`config.mk`:
```
export PLATFORM = sky130hd
export DESIGN_NAME = diff_accum_flat
export DESIGN_NICKNAME = d
export VERILOG_FILES = /design/src/rtl/diff_accum_pkg.sv /design/src/rtl/diff_accum_if.sv /design/src/rtl/sat_narrow.sv /design/src/rtl/diff_accum.sv /design/src/flat_wrapper.sv
export SDC_FILE = /design/constraint.sdc
export NUM_CORES = 1
export LEC_CHECK = 0
export BUFFER_PORTS_ARGS = -buffer_cell sky130_fd_sc_hd__buf_2
export CORE_MARGIN = 2
export CORE_UTILIZATION = 50
export CTS_CLUSTER_SIZE = 20
export DETAILED_ROUTE_END_ITERATION = 10
export GPL_TIMING_DRIVEN = 0
export HOLD_SLACK_MARGIN = 0.05
export PLACE_DENSITY_LB_ADDON = 0.1
export SYNTH_ARGS = -nofsm -noshare
export SYNTH_HDL_FRONTEND = slang
export SYNTH_HIERARCHICAL = 1
export SYNTH_SLANG_ARGS = --single-unit
```
`constraint.sdc`:
```
create_clock -name clk -period 3.2 [get_ports clk]
set_clock_uncertainty 0.05 [all_clocks]
set_input_delay 0.32 -clock clk [delete_from_list [all_inputs] [get_ports clk]]
set_output_delay 0.32 -clock clk [all_outputs]
set_load 0.05 [all_outputs]
```
`src/rtl/diff_accum_pkg.sv`:
```
// Shared constants and types for the windowed difference accumulator and its neighbouring DSP stages.
package diff_accum_pkg;

  localparam int DSP_DW           = 16;
  localparam int DEFAULT_LOG2_WIN = 3;

  localparam logic signed [DSP_DW-1:0] SAT_MAX = 16'sh7FFF;
  localparam logic signed [DSP_DW-1:0] SAT_MIN = 16'sh8000;

  // Output side view: ACC while no result is held, PEND while one waits to be taken.
  typedef enum logic {
    ST_ACC  = 1'b0,
    ST_PEND = 1'b1
  } state_t;

endpackage

```
`src/rtl/diff_accum_if.sv`:
```
// Sample input and result output handshakes of the windowed accumulator.
interface diff_accum_if
  import diff_accum_pkg::*;
#(
  parameter int DW = DSP_DW
);

  logic                 din_valid;
  logic                 din_ready;
  logic signed [DW-1:0] din;

  logic                 dout_valid;
  logic                 dout_ready;
  logic signed [DW-1:0] dout_sum;
  logic signed [DW-1:0] dout_mean;
  logic                 dout_ovf;

  modport slave (
    input  din_valid, din, dout_ready,
    output din_ready, dout_valid, dout_sum, dout_mean, dout_ovf
  );

  modport master (
    output din_valid, din, dout_ready,
    input  din_ready, dout_valid, dout_sum, dout_mean, dout_ovf
  );

endinterface

```
`src/rtl/sat_narrow.sv`:
```
// Combinational signed saturating narrowing from IW to OW bits; requires IW > OW.
module sat_narrow #(
  parameter int IW = 19,
  parameter int OW = 16
) (
  input  logic signed [IW-1:0] din,
  output logic signed [OW-1:0] dout,
  output logic                 ovf
);

  localparam logic signed [IW-1:0] MAX_V = {{(IW-OW+1){1'b0}}, {(OW-1){1'b1}}};
  localparam logic signed [IW-1:0] MIN_V = {{(IW-OW+1){1'b1}}, {(OW-1){1'b0}}};

  function automatic logic signed [OW-1:0] sat(input logic signed [IW-1:0] x);
    if (x > MAX_V)      return MAX_V[OW-1:0];
    else if (x < MIN_V) return MIN_V[OW-1:0];
    else                return x[OW-1:0];
  endfunction

  assign ovf  = (din > MAX_V) | (din < MIN_V);
  assign dout = sat(din);

endmodule

```
`src/rtl/diff_accum.sv`:
```
// Sums 2**LOG2_WIN accepted signed samples and presents saturated sum, floor mean and overflow per window.
module diff_accum
  import diff_accum_pkg::*;
#(
  parameter int DW       = DSP_DW,
  parameter int LOG2_WIN = DEFAULT_LOG2_WIN
) (
  input  logic        clk,
  input  logic        rst,
  input  logic        clr,
  diff_accum_if.slave bus
);

  localparam int AW = DW + LOG2_WIN;

  logic signed [AW-1:0]  acc_q, acc_d;
  logic [LOG2_WIN-1:0]   cnt_q, cnt_d;
  logic signed [DW-1:0]  din_m;
  logic signed [AW-1:0]  din_sx;
  logic signed [AW-1:0]  tot;
  logic signed [DW-1:0]  sum_sat, mean_w;
  logic                  ovf_w;
  logic signed [DW-1:0]  sum_q, mean_q;
  logic                  ovf_q;
  state_t                state_q;
  logic                  acc_fire, last, final_fire, take;

  assign bus.din_ready = ~clr & ((state_q == ST_ACC) | bus.dout_ready);
  assign acc_fire      = bus.din_valid & bus.din_ready;
  assign last          = &cnt_q;
  assign final_fire    = acc_fire & last;
  assign take          = (state_q == ST_PEND) & bus.dout_ready;

  // Gate din so an idle (possibly unknown) bus never reaches the adder.
  assign din_m  = bus.din_valid ? bus.din : '0;
  assign din_sx = {{LOG2_WIN{din_m[DW-1]}}, din_m};
  assign tot    = acc_q + din_sx;
  assign mean_w = DW'(tot >>> LOG2_WIN);

  sat_narrow #(.IW(AW), .OW(DW)) u_sat (
    .din  (tot),
    .dout (sum_sat),
    .ovf  (ovf_w)
  );

  always_comb begin
    acc_d = acc_q;
    cnt_d = cnt_q;
    if (clr) begin
      acc_d = '0;
      cnt_d = '0;
    end else if (acc_fire) begin
      if (last) begin
        acc_d = '0;
        cnt_d = '0;
      end else begin
        acc_d = tot;
        cnt_d = cnt_q + 1'b1;
      end
    end
  end

  always_ff @(posedge clk or negedge rst) begin
    if (!rst) begin
      acc_q <= '0;
      cnt_q <= '0;
    end else begin
      acc_q <= acc_d;
      cnt_q <= cnt_d;
    end
  end

  // A final accept in the same cycle as a take reloads the result, keeping windows back to back.
  always_ff @(posedge clk or negedge rst) begin
    if (!rst) begin
      state_q <= ST_ACC;
      sum_q   <= '0;
      mean_q  <= '0;
      ovf_q   <= 1'b0;
    end else if (clr) begin
      state_q <= ST_ACC;
    end else if (final_fire) begin
      state_q <= ST_PEND;
      sum_q   <= sum_sat;
      mean_q  <= mean_w;
      ovf_q   <= ovf_w;
    end else if (take) begin
      state_q <= ST_ACC;
    end
  end

  assign bus.dout_valid = (state_q == ST_PEND);
  assign bus.dout_sum   = sum_q;
  assign bus.dout_mean  = mean_q;
  assign bus.dout_ovf   = ovf_q;

endmodule

```
`src/flat_wrapper.sv`:
```
// flat-port wrapper written by rule: the top's interface ports become plain ports
module diff_accum_flat import diff_accum_pkg::*;
#(
  parameter int DW       = DSP_DW,
  parameter int LOG2_WIN = DEFAULT_LOG2_WIN
)
  (clk, rst, clr, bus_din_valid, bus_din, bus_dout_ready, bus_din_ready, bus_dout_valid, bus_dout_sum, bus_dout_mean, bus_dout_ovf);
  diff_accum_if #(.DW(DW)) bus_i ();
  input  logic clk;
  input  logic rst;
  input  logic clr;
  input wire logic [$bits(bus_i.din_valid)-1:0] bus_din_valid;
  input wire logic [$bits(bus_i.din)-1:0] bus_din;
  input wire logic [$bits(bus_i.dout_ready)-1:0] bus_dout_ready;
  output wire logic [$bits(bus_i.din_ready)-1:0] bus_din_ready;
  output wire logic [$bits(bus_i.dout_valid)-1:0] bus_dout_valid;
  output wire logic [$bits(bus_i.dout_sum)-1:0] bus_dout_sum;
  output wire logic [$bits(bus_i.dout_mean)-1:0] bus_dout_mean;
  output wire logic [$bits(bus_i.dout_ovf)-1:0] bus_dout_ovf;
  assign bus_i.din_valid = bus_din_valid;
  assign bus_i.din = bus_din;
  assign bus_i.dout_ready = bus_dout_ready;
  assign bus_din_ready = bus_i.din_ready;
  assign bus_dout_valid = bus_i.dout_valid;
  assign bus_dout_sum = bus_i.dout_sum;
  assign bus_dout_mean = bus_i.dout_mean;
  assign bus_dout_ovf = bus_i.dout_ovf;
  diff_accum #(.DW(DW), .LOG2_WIN(LOG2_WIN)) u_core (.clk(clk), .rst(rst), .clr(clr), .bus(bus_i));
endmodule
```
==> summary.txt, run 1 <==
final worst path period need -> 3140 ps
die area -> 0.00789 mm2
Crit path required time -> 3360 ps
routed vias/inst -> 5.72
largest net degree at the start of global routing -> 57
total grt overflow -> 0
Inst Count DP -> 501
post-synth top area share -> 38.9%
syn_area_per_cell -> 10.3 um2
largest cells by area after synthesis -> dfrtp_1 (39%), mux2_2 (9.4%), ha_1 (7.0%)
routability cong. -> 0.871
CTS Buf Count -> 5
Final Hold Fails -> 0
Non-Filler Instances -> 533
IO Pins -> 56
Wirelength per Cell -> 17.5 um
Final Instance Area -> 0.00476 mm2
Clock Latency Late Sink -> 310 ps
family with the most delay on the worst path -> compound AO/OA/AOI/OAI gates
worst hold stages -> 2
CP Launch Type -> register
Syn Nets -> 392
RR Endpoint -> u_core/bus.dout_sum[13]
post-route ant nets -> 0
clock tree sinks -> 56
ys async rst share -> 100%
total track usage -> 22.9%
Peak Freq -> 0.318 GHz
crit-path max cell delay -> 410 ps
core area -> 0.00687 mm2
antenna cells -> 0
Worst Path Buf+Inv -> 2
CP cell instances -> ha_1, nand2_1, o31a_2, o21ai_4, a41o_4, a31oi_2, xnor2_1, buf_6, buf_4, nor4_1, nor3_1, mux2_2
vias in the first global route -> 2901
H-tree Lvls -> 2
Yosys warning count -> 6
share of post-route cells with drive strength above 1 -> 44.4%
Clock Tree Root -> clkbuf_8
CTS max path bufs -> 2
Initial DRC Count -> 205
power per cell area -> 433 mW/mm2
antenna violations before repair -> 0
Worst R2R Setup Slack -> 60 ps
fin nets -> 479
CP Capture Type -> register
TNS Setup -> 0 ps
Design Power -> 2.06 mW
Post-Syn Instances -> 350
r2r startpoint -> u_core/acc_q[3]
Final Core Density -> 69.3%
CTS tree -> built
Max Slew Vio Count -> 0
layout overhead on the synthesized area -> 32.2%
port buffer count -> 55
via count -> 3049
final setup fails -> 0
num rows -> 30
die width -> 88.9 um
filler instances -> 517
starting density of the core -> 52.4%
Pleak -> 2.32 nW
area leader, netlist -> dfrtp_1
Hold Path Class -> in -> reg
First-pass DRT Iterations -> 4
r2r worst-path depth -> 12
register area share after synthesis -> 38.9%
first-pass GRT wire length -> 14.0 mm
CP max FO -> 10
dominant register cell in the synthesized netlist -> dfrtp_1
Worst EP arrival -> 3300 ps
VDD IR-drop max -> 0.230 mV
DP Wirelength -> 6.12 mm
slowest CP cell -> dfrtp_1
DRC Markers -> 0
Rel. slew slack -> 51.4%
Mapped Area -> 0.00360 mm2
synth unique cells -> 53
hold path start -> clr
drt total wl -> 9.33 mm
max cap viols -> 0
outcome -> finished clean
Clock transition at path regs -> 100 ps
placed inst area -> 0.00404 mm2
hold endpoint -> u_core/bus.dout_valid
worst setup path class -> reg -> reg
Final Cycle Share -> 98.2%
FF+latch count, synth -> 56
Die Y -> 88.9 um
EDFF count, synth -> 0
Worst-Margin Slew -> 729 ps
sequential cells by signal, indices dropped and copies added, names as in the netlist:
name and flops:
u_core/bus.dout_sum 16, u_core/bus.dout_mean 16, u_core/cnt_q 3, u_core/bus.dout_valid 1, u_core/acc_q 19, u_core/bus.dout_ovf 1
stage by stage:
stage	setup WS, ps	hold slack [ps]
after global placement	-669	415
after global routing	-29.8	188
after floorplan	-60.1	-25.6
final	59.0	175
after CTS	9.11	175
after detailed placement	-684	420
report_power, final:
group	internal [mW]	switching, mW
registers	0.733	0.0228
clock network	0.308	0.238
logic	0.334	0.426
worst reg2reg max path: stages, from the launching register on:
cell and delay (ps):
dfrtp_1 410, ha_1 330, nand2_1 120, o31a_2 390, o21ai_4 180, a41o_4 270, a31oi_2 110, xnor2_1 180
buf_6 170, buf_4 190, nor4_1 300, nor3_1 80, mux2_2 260
what timing repair did:
item,CTS,global route
endpoints found under the setup margin,16,16
gates resized for setup,7,66
hold buffers,0,1
buffers inserted,6,15
pin swaps,3,18
endpoints found under the hold margin,0,1
gates cloned,0,3
cells in the final DEF (no fill, tap or decap), types with 3 or more instances in the layout:
cell type | synthesis | final
buf_2 | 13 | 62
dfrtp_1 | 56 | 56
mux2_2 | 30 | 29
buf_4 | 1 | 24
a21oi_1 | 22 | 18
a22o_1 | 18 | 18
nor3_1 | 16 | 16
and2_1 | 17 | 14
nand2_1 | 17 | 14
a21boi_0 | 17 | 11
nor2_1 | 13 | 10
ha_4 | 0 | 9
ha_1 | 20 | 9
nor4_2 | 0 | 9
buf_6 | 4 | 8
o21ai_0 | 7 | 7
xnor2_1 | 8 | 7
nor4_1 | 17 | 7
a21boi_1 | 0 | 6
clkbuf_8 | 0 | 5
inv_1 | 5 | 5
nand3_1 | 6 | 5
xor2_1 | 5 | 5
and2_4 | 1 | 4
a21oi_2 | 3 | 4
a21o_1 | 4 | 4
clkbuf_1 | 6 | 4
nand2_2 | 1 | 3
a21oi_4 | 0 | 3
o21ai_1 | 4 | 3
mux2i_1 | 3 | 3
o21bai_1 | 3 | 3
logic make-up (layout without fill, tap and decap cells):
kind of cell	after synthesis	in the layout	synth area share, %
buffers and inverters	30	117	4.55
AO/OA/AOI/OAI	92	92	18.8
adder cells (fa/ha/maj)	21	21	7.51
XOR/XNOR	15	15	4.07
multiplexers	35	35	10.9
flip-flops	56	56	38.9
AND/OR/NAND/NOR	101	101	15.2
synthesized netlist by cell type, types with 2 or more instances:
library cell and n:
o21bai_1 3, o21ai_1 4, nand4_1 2, mux2i_1 3, nand3_1 6, inv_1 5
nor3_1 16, nor4_1 17, buf_2 13, a21o_1 4, a21oi_1 22, a31oi_1 3
nand3b_1 2, a22o_1 18, xnor2_1 8, xor2_2 2, nand2_1 17, o21ai_2 2
nor2_1 13, buf_6 4, a21boi_0 17, a21oi_2 3, mux2_2 30, clkbuf_1 6
dfrtp_1 56, and3_1 2, ha_1 20, xor2_1 5, o21ai_0 7, and2_1 17
cell type report:
cell class              count  area, um2  area share [%]
repair buffers             80        517            10.9
inverters                   5       18.8           0.395
plain buffers              25        181            3.81
clock inverters             2       60.1            1.26
flip-flops and latches     56       1400            29.5
clock buffers               5       68.8            1.45
multi-input cells         264       2390            50.2
well taps                  96        120            2.52
worst max-delay path by stage:
stage | startpoint | endpoint | slack [ps] | cells past startpoint
2_1_floorplan | bus_din_valid | u_core/bus.dout_sum[10] | -60 | 15
3_3_place_gp | bus_din_valid | u_core/bus.dout_sum[11] | -670 | 16
3_5_place_dp | bus_din_valid | u_core/bus.dout_sum[9] | -680 | 16
4_1_cts | u_core/acc_q[4] | u_core/bus.dout_sum[7] | 9 | 13
5_1_grt | u_core/acc_q[3] | u_core/bus.dout_sum[13] | -30 | 12
6_report | u_core/acc_q[3] | u_core/bus.dout_sum[13] | 60 | 12
per-layer routing:
metal  up-vias  share of wire, %  track usage [%]
li1       1457                 -                -
met1      1494                46             32.2
met2        81                47             35.8
met3        17               4.5             4.20
met4         0               2.0             7.16
met5         -                 0                0
No activity file was read; power rests on OpenSTA's default activity.
==> inputs of run 2 (changes only) <==
--- a/config.mk
+++ b/config.mk
@@ -13,6 +13,7 @@
 export GPL_TIMING_DRIVEN = 0
 export HOLD_SLACK_MARGIN = 0.05
 export PLACE_DENSITY_LB_ADDON = 0.1
+export RECOVER_POWER = 25
 export SYNTH_ARGS = -nofsm -noshare
 export SYNTH_HDL_FRONTEND = slang
 export SYNTH_HIERARCHICAL = 1
==> run 2 against run 1 <==
Compared with the run above:
- global-route usage stayed put
- critical path depth unchanged
- setup slack got worse by 1.3 ps
- clock power is essentially flat
- register-to-register slack about the same
- worst hold slack gained 1.3 ps
- clock-buffer cell count unchanged
- routed wire length hardly changed
- final cell count unchanged
- sequential power barely moved
- die area is the same
- non-clock buffer count did not move
- critical path type unchanged
- highest routed layer unchanged
==> summary.txt, run 2 (same netlist as run 1, synthesis figures left out) <==
family with the most delay on the worst path -> compound AO/OA/AOI/OAI gates (unchanged)
worst hold stages -> 2 (unchanged)
layout overhead on the synthesized area -> 32.1% (was 32.2%)
H-tree Lvls -> 2 (unchanged)
starting density of the core -> 52.4% (unchanged)
die area -> 0.00789 mm2 (unchanged)
Worst-Margin Slew -> 1420 ps (was 729 ps)
CP cell instances -> ha_1, nand2_1, o31a_2, o21ai_4, a41o_4, a31oi_2, xnor2_1, buf_6, buf_4, nor4_1, nor3_1, mux2_2 (unchanged)
Worst Slack Setup Final -> 57.7 ps (was 59.0 ps)
die width -> 88.9 um (unchanged)
outcome -> finished clean (unchanged)
Worst EP arrival -> 3300 ps (about the same)
r2r worst-path depth -> 12 (unchanged)
slowest CP cell -> dfrtp_1 (unchanged)
WHS -> 177 ps (was 175 ps)
CP Launch Type -> register (unchanged)
Non-Filler Instances -> 533 (unchanged)
Final Hold Fails -> 0 (unchanged)
Crit. Startpoint -> u_core/acc_q[3] (unchanged)
core area -> 0.00687 mm2 (unchanged)
First-pass DRT Iterations -> 5 (was 4)
worst setup path class -> reg -> reg (unchanged)
routability cong. -> 0.871 (unchanged)
total grt overflow -> 0 (unchanged)
Die Y -> 88.9 um (unchanged)
total track usage -> 22.9% (unchanged)
Worst Path Buf+Inv -> 2 (unchanged)
most frequent cells in the layout -> buf_2 (62), dfrtp_1 (56), mux2_2 (29) (unchanged)
Crit path required time -> 3360 ps (about the same)
Clock transition at path regs -> 100 ps (about the same)
CP max FO -> 10 (unchanged)
VDD IR-drop max -> 0.230 mV (about the same)
Initial DRC Count -> 205 (unchanged)
RR Endpoint -> u_core/bus.dout_sum[13] (unchanged)
routed vias/inst -> 5.73 (was 5.72)
r2r startpoint -> u_core/acc_q[3] (unchanged)
port buffer count -> 55 (unchanged)
antenna violations before repair -> 0 (unchanged)
fin nets -> 479 (unchanged)
post-place setup slack -> -684 ps (unchanged)
num rows -> 30 (unchanged)
max cap viols -> 0 (unchanged)
filler instances -> 517 (unchanged)
power per cell area -> 433 mW/mm2 (about the same)
hold path start -> clr (unchanged)
drt total wl -> 9.34 mm (was 9.33 mm)
share of post-route cells with drive strength above 1 -> 44.4% (unchanged)
Final Cycle Share -> 98.2% (about the same)
Inst Count DP -> 501 (unchanged)
Final Core Density -> 69.2% (was 69.3%)
antenna cells -> 0 (unchanged)
Clock Tree Root -> clkbuf_8 (unchanged)
largest net degree at the start of global routing -> 57 (unchanged)
hold endpoint -> u_core/bus.dout_valid (unchanged)
final setup fails -> 0 (unchanged)
Clock Latency Late Sink -> 310 ps (about the same)
CTS max path bufs -> 2 (unchanged)
DRC Markers -> 0 (unchanged)
Hold Path Class -> in -> reg (unchanged)
post-route ant nets -> 0 (unchanged)
Max Slew Vio Count -> 0 (unchanged)
commonest non-fill, non-tap cell in the layout -> buf_2 (unchanged)
vias in the first global route -> 2901 (unchanged)
IO Pins -> 56 (unchanged)
via count -> 3052 (was 3049)
Pleak -> 2.32 nW (about the same)
crit-path max cell delay -> 410 ps (about the same)
TNS Setup -> 0 ps (unchanged)
clock tree sinks -> 56 (unchanged)
Wirelength per Cell -> 17.5 um (about the same)
Worst R2R Setup Slack -> 60 ps (about the same)
DP Wirelength -> 6.12 mm (unchanged)
CP Capture Type -> register (unchanged)
CTS tree -> built (unchanged)
Peak Freq -> 0.318 GHz (about the same)
max reg flops -> 19 (unchanged)
final worst path period need -> 3140 ps (about the same)
first-pass GRT wire length -> 14.0 mm (unchanged)
Rel. slew slack -> 5.14% (was 51.4%)
largest register by flop count -> u_core/acc_q (unchanged)
CTS Buf Count -> 5 (unchanged)
==> run 2: cell count changes in the layout (fill, tap and decap cells not counted), sizes merged <==
cell / before / now
buf: 96 / 95
clkbuf: 13 / 14
==> run 2: layout make-up <==
cell class / count / area (um2) / share of cell area [%]
inverter: 5 / 18.8 / 0.395
timing repair buffer: 80 / 514 / 10.8
multi-input combinational: 264 / 2390 / 50.3
clock buffer: 5 / 68.8 / 1.45
buffer: 25 / 181 / 3.82
sequential: 56 / 1400 / 29.5
tap: 96 / 120 / 2.53
clock inverter: 2 / 60.1 / 1.26
==> run 2: worst max-delay path by stage <==
| stage | slack (ps) | endpoint | depth (start not counted) |
|---|---|---|---|
| floorplan | -60 | u_core/bus.dout_sum[10] | 15 |
| global placement | -670 | u_core/bus.dout_sum[11] | 16 |
| detailed placement | -680 | u_core/bus.dout_sum[9] | 16 |
| CTS | 9 | u_core/bus.dout_sum[7] | 13 |
| global route | -30 | u_core/bus.dout_sum[13] | 12 |
| finish | 60 | u_core/bus.dout_sum[13] | 12 |
==> run 2: per-stage QoR <==
step           power, mW  area [um2]
3_3_place_gp        1.33        4040
2_1_floorplan       1.20        3640
3_5_place_dp        1.35        4040
4_1_cts             1.91        4260
5_1_grt             2.16        4750
6_report            2.06        4750
==> run 2: worst register-to-register path, cell delays in order, from the launching register on <==
cell and delay, ps:
dfrtp_1 410, ha_1 330, nand2_1 120, o31a_2 390, o21ai_4 180, a41o_4 270, a31oi_2 110, xnor2_1 180
buf_6 170, buf_4 190, nor4_1 300, nor3_1 80, mux2_2 260
==> run 2: power breakdown <==
| part | internal (mW) | switching (mW) | total, mW | leakage, nW |
|---|---|---|---|---|
| logic | 0.334 | 0.426 | 0.760 | 1.48 |
| registers | 0.733 | 0.0228 | 0.756 | 0.772 |
| clock network | 0.308 | 0.237 | 0.545 | 0.0642 |
| total | 1.38 | 0.686 | 2.06 | 2.32 |
==> run 2: repair_timing <==
action | CTS | global route
gates resized for setup | 7 | 66
gates cloned | 0 | 3
pin swaps | 3 | 18
endpoints found under the setup margin | 16 | 16
hold buffers | 0 | 1
buffers inserted | 6 | 15
endpoints found under the hold margin | 0 | 1
==> run 2: routing by layer <==
layer / GRT usage [%] / routed length, um / vias up
met2: 35.8 / 4450 / 83
met1: 32.2 / 4260 / 1495
met4: 7.16 / 165 / 0
li1: - / - / 1459
met5: 0 / 0 / -
met3: 4.20 / 456 / 15
==> inputs of run 3 (changes only) <==
--- a/config.mk
+++ b/config.mk
@@ -12,6 +12,7 @@
 export DETAILED_ROUTE_END_ITERATION = 10
 export GPL_TIMING_DRIVEN = 0
 export HOLD_SLACK_MARGIN = 0.05
+export MAX_ROUTING_LAYER = met4
 export PLACE_DENSITY_LB_ADDON = 0.1
 export RECOVER_POWER = 25
 export SYNTH_ARGS = -nofsm -noshare
==> run 3 against run 2 <==
Compared with the run above:
- first-iteration DRC count fell by 19%
- critical path depth unchanged
- flip-flop and latch count is the same
- setup slack got worse by 35 ps
- non-clock buffer count fell by 1
- die area stayed put
- sequential power about the same
- cell area shrank 0.21%
- largest power group unchanged
==> summary.txt, run 3 (same netlist as run 1, synthesis figures left out) <==
max cap viols -> 0 (unchanged)
Max Slew Vio Count -> 0 (unchanged)
Final Core Density -> 69.1% (was 69.2%)
filler instances -> 518 (was 517)
Int Power -> 1.37 mW (was 1.38 mW)
CP Capture Type -> register (unchanged)
Logic pwr share -> 36.8% (was 36.9%)
r2r startpoint -> u_core/acc_q[3] (unchanged)
Clock Tree Root -> clkbuf_8 (unchanged)
total grt overflow -> 0 (unchanged)
worst setup path class -> reg -> reg (unchanged)
die area -> 0.00789 mm2 (unchanged)
Worst EP arrival -> 3330 ps (was 3300 ps)
First-pass DRT Iterations -> 4 (was 5)
starting density of the core -> 52.4% (unchanged)
Clock transition at path regs -> 100 ps (about the same)
commonest non-fill, non-tap cell in the layout -> buf_2 (unchanged)
Worst-Margin Slew -> 1430 ps (was 1420 ps)
IO Pins -> 56 (unchanged)
post-place setup slack -> -684 ps (unchanged)
die width -> 88.9 um (unchanged)
post-route ant nets -> 0 (unchanged)
switching power -> 681 uW (was 686 uW)
H-tree Lvls -> 2 (unchanged)
share of post-route cells with drive strength above 1 -> 44.5% (was 44.4%)
Initial DRC Count -> 166 (was 205)
Design Power -> 2.05 mW (was 2.06 mW)
num rows -> 30 (unchanged)
Pleak -> 2.31 nW (was 2.32 nW)
sw frac -> 33.1% (was 33.3%)
final setup fails -> 0 (unchanged)
Final Hold Fails -> 0 (unchanged)
Wirelength per Cell -> 17.5 um (about the same)
antenna violations before repair -> 0 (unchanged)
final worst path period need -> 3180 ps (was 3140 ps)
largest net degree at the start of global routing -> 57 (unchanged)
core area -> 0.00687 mm2 (unchanged)
layout overhead on the synthesized area -> 31.8% (was 32.1%)
first-pass GRT wire length -> 14.0 mm (about the same)
power per cell area -> 433 mW/mm2 (about the same)
routability cong. -> 0.885 (was 0.871)
drt total wl -> 9.31 mm (was 9.34 mm)
CTS Buf Count -> 5 (unchanged)
total track usage -> 23.6% (was 22.9%)
Peak Freq -> 0.315 GHz (was 0.318 GHz)
CTS tree -> built (unchanged)
Clock Latency Late Sink -> 310 ps (about the same)
worst hold stages -> 2 (unchanged)
DP Wirelength -> 6.12 mm (unchanged)
Sequential Area -> 0.00140 mm2 (unchanged)
largest register by flop count -> u_core/acc_q (unchanged)
CP Launch Type -> register (unchanged)
CP max FO -> 10 (unchanged)
port buffer count -> 55 (unchanged)
routed vias/inst -> 5.75 (was 5.73)
Worst Slack Setup Final -> 23.1 ps (was 57.7 ps)
Reg power frac -> 36.8% (was 36.7%)
Crit path required time -> 3350 ps (was 3360 ps)
outcome -> finished clean (unchanged)
Clk network pwr share -> 26.4% (was 26.5%)
antenna cells -> 0 (unchanged)
Final Cycle Share -> 99.3% (was 98.2%)
hold path start -> clr (unchanged)
VDD IR-drop max -> 0.228 mV (was 0.230 mV)
Rel. slew slack -> 4.67% (was 5.14%)
Crit. Startpoint -> u_core/acc_q[3] (unchanged)
Inst Count DP -> 501 (unchanged)
Multi-input gate area -> 0.00239 mm2 (unchanged)
vias in the first global route -> 2906 (was 2901)
Hold Path Class -> in -> reg (unchanged)
via count -> 3058 (was 3052)
DRC Markers -> 0 (unchanged)
most frequent cells in the layout -> buf_2 (62), dfrtp_1 (56), mux2_2 (29) (unchanged)
r2r worst-path depth -> 12 (unchanged)
CTS max path bufs -> 2 (unchanged)
Die Y -> 88.9 um (unchanged)
clock tree sinks -> 56 (unchanged)
fin nets -> 478 (was 479)
Non-Filler Instances -> 532 (was 533)
max reg flops -> 19 (unchanged)
run 3: critical path, cell delays in order, from the launching register on:
cell	delay, ps
dfrtp_1	400
ha_1	330
nand2_1	120
o31a_2	390
o21ai_4	180
a41o_4	270
a31oi_2	110
xnor2_1	180
buf_6	170
buf_4	190
nor4_1	320
nor3_1	80
mux2_2	270
run 3: cell type report:
| class | instances | area share, % |
|---|---|---|
| Tap cell | 96 | 2.53 |
| Sequential cell | 56 | 29.5 |
| Multi-Input combinational cell | 264 | 50.4 |
| Clock buffer | 5 | 1.45 |
| Buffer | 25 | 3.82 |
| Timing Repair Buffer | 79 | 10.6 |
| Clock inverter | 2 | 1.27 |
| Inverter | 5 | 0.396 |
run 3: power by group through the flow:
stage                     clock [mW]  sequential, mW  combinational, mW
final                          0.542           0.756              0.757
after global placement             0           0.764              0.564
after global routing           0.583           0.760              0.817
after detailed placement           0           0.765              0.581
after CTS                      0.551           0.752              0.608
after floorplan                    0           0.768              0.431
run 3: per-stage QoR:
| step | cell area, um2 | TNS [ps] | hold WS (ps) |
|---|---|---|---|
| 4_1_cts | 4260 | 0 | 175 |
| 6_report | 4740 | 0 | 179 |
| 3_5_place_dp | 4040 | -9940 | 420 |
| 2_1_floorplan | 3640 | -598 | -25.6 |
| 5_1_grt | 4740 | -53.7 | 188 |
| 3_3_place_gp | 4040 | -9700 | 415 |
run 3: worst paths after layout:
path	end	slack [ps]
worst max register to register	u_core/bus.dout_sum[13]	20
worst min-delay path	u_core/bus.dout_valid	180
worst min register to register	u_core/bus.dout_mean[13]	450
min in group asynchronous	u_core/bus.dout_mean[12]	260
worst max-delay path	u_core/bus.dout_sum[13]	20
max in group asynchronous	u_core/bus.dout_ovf	1960
run 3: per-layer routing:
| metal | up-vias | GRT usage, % | share of wire, % |
|---|---|---|---|
| met4 | 0 | 7.16 | 1.6 |
| met3 | 12 | 3.92 | 5.0 |
| li1 | 1457 | - | - |
| met1 | 1500 | 32.5 | 46 |
| met2 | 89 | 35.8 | 48 |
| met5 | - | - | 0 |
run 3: what timing repair did:
action | 4_1_cts | 5_1_grt
setup buffers | 6 | 15
gates resized for setup | 7 | 66
hold buffers | 0 | 0
pin swaps | 3 | 18
setup endpoints to repair | 16 | 16
endpoints found under the hold margin | 0 | 0
gates cloned | 0 | 3
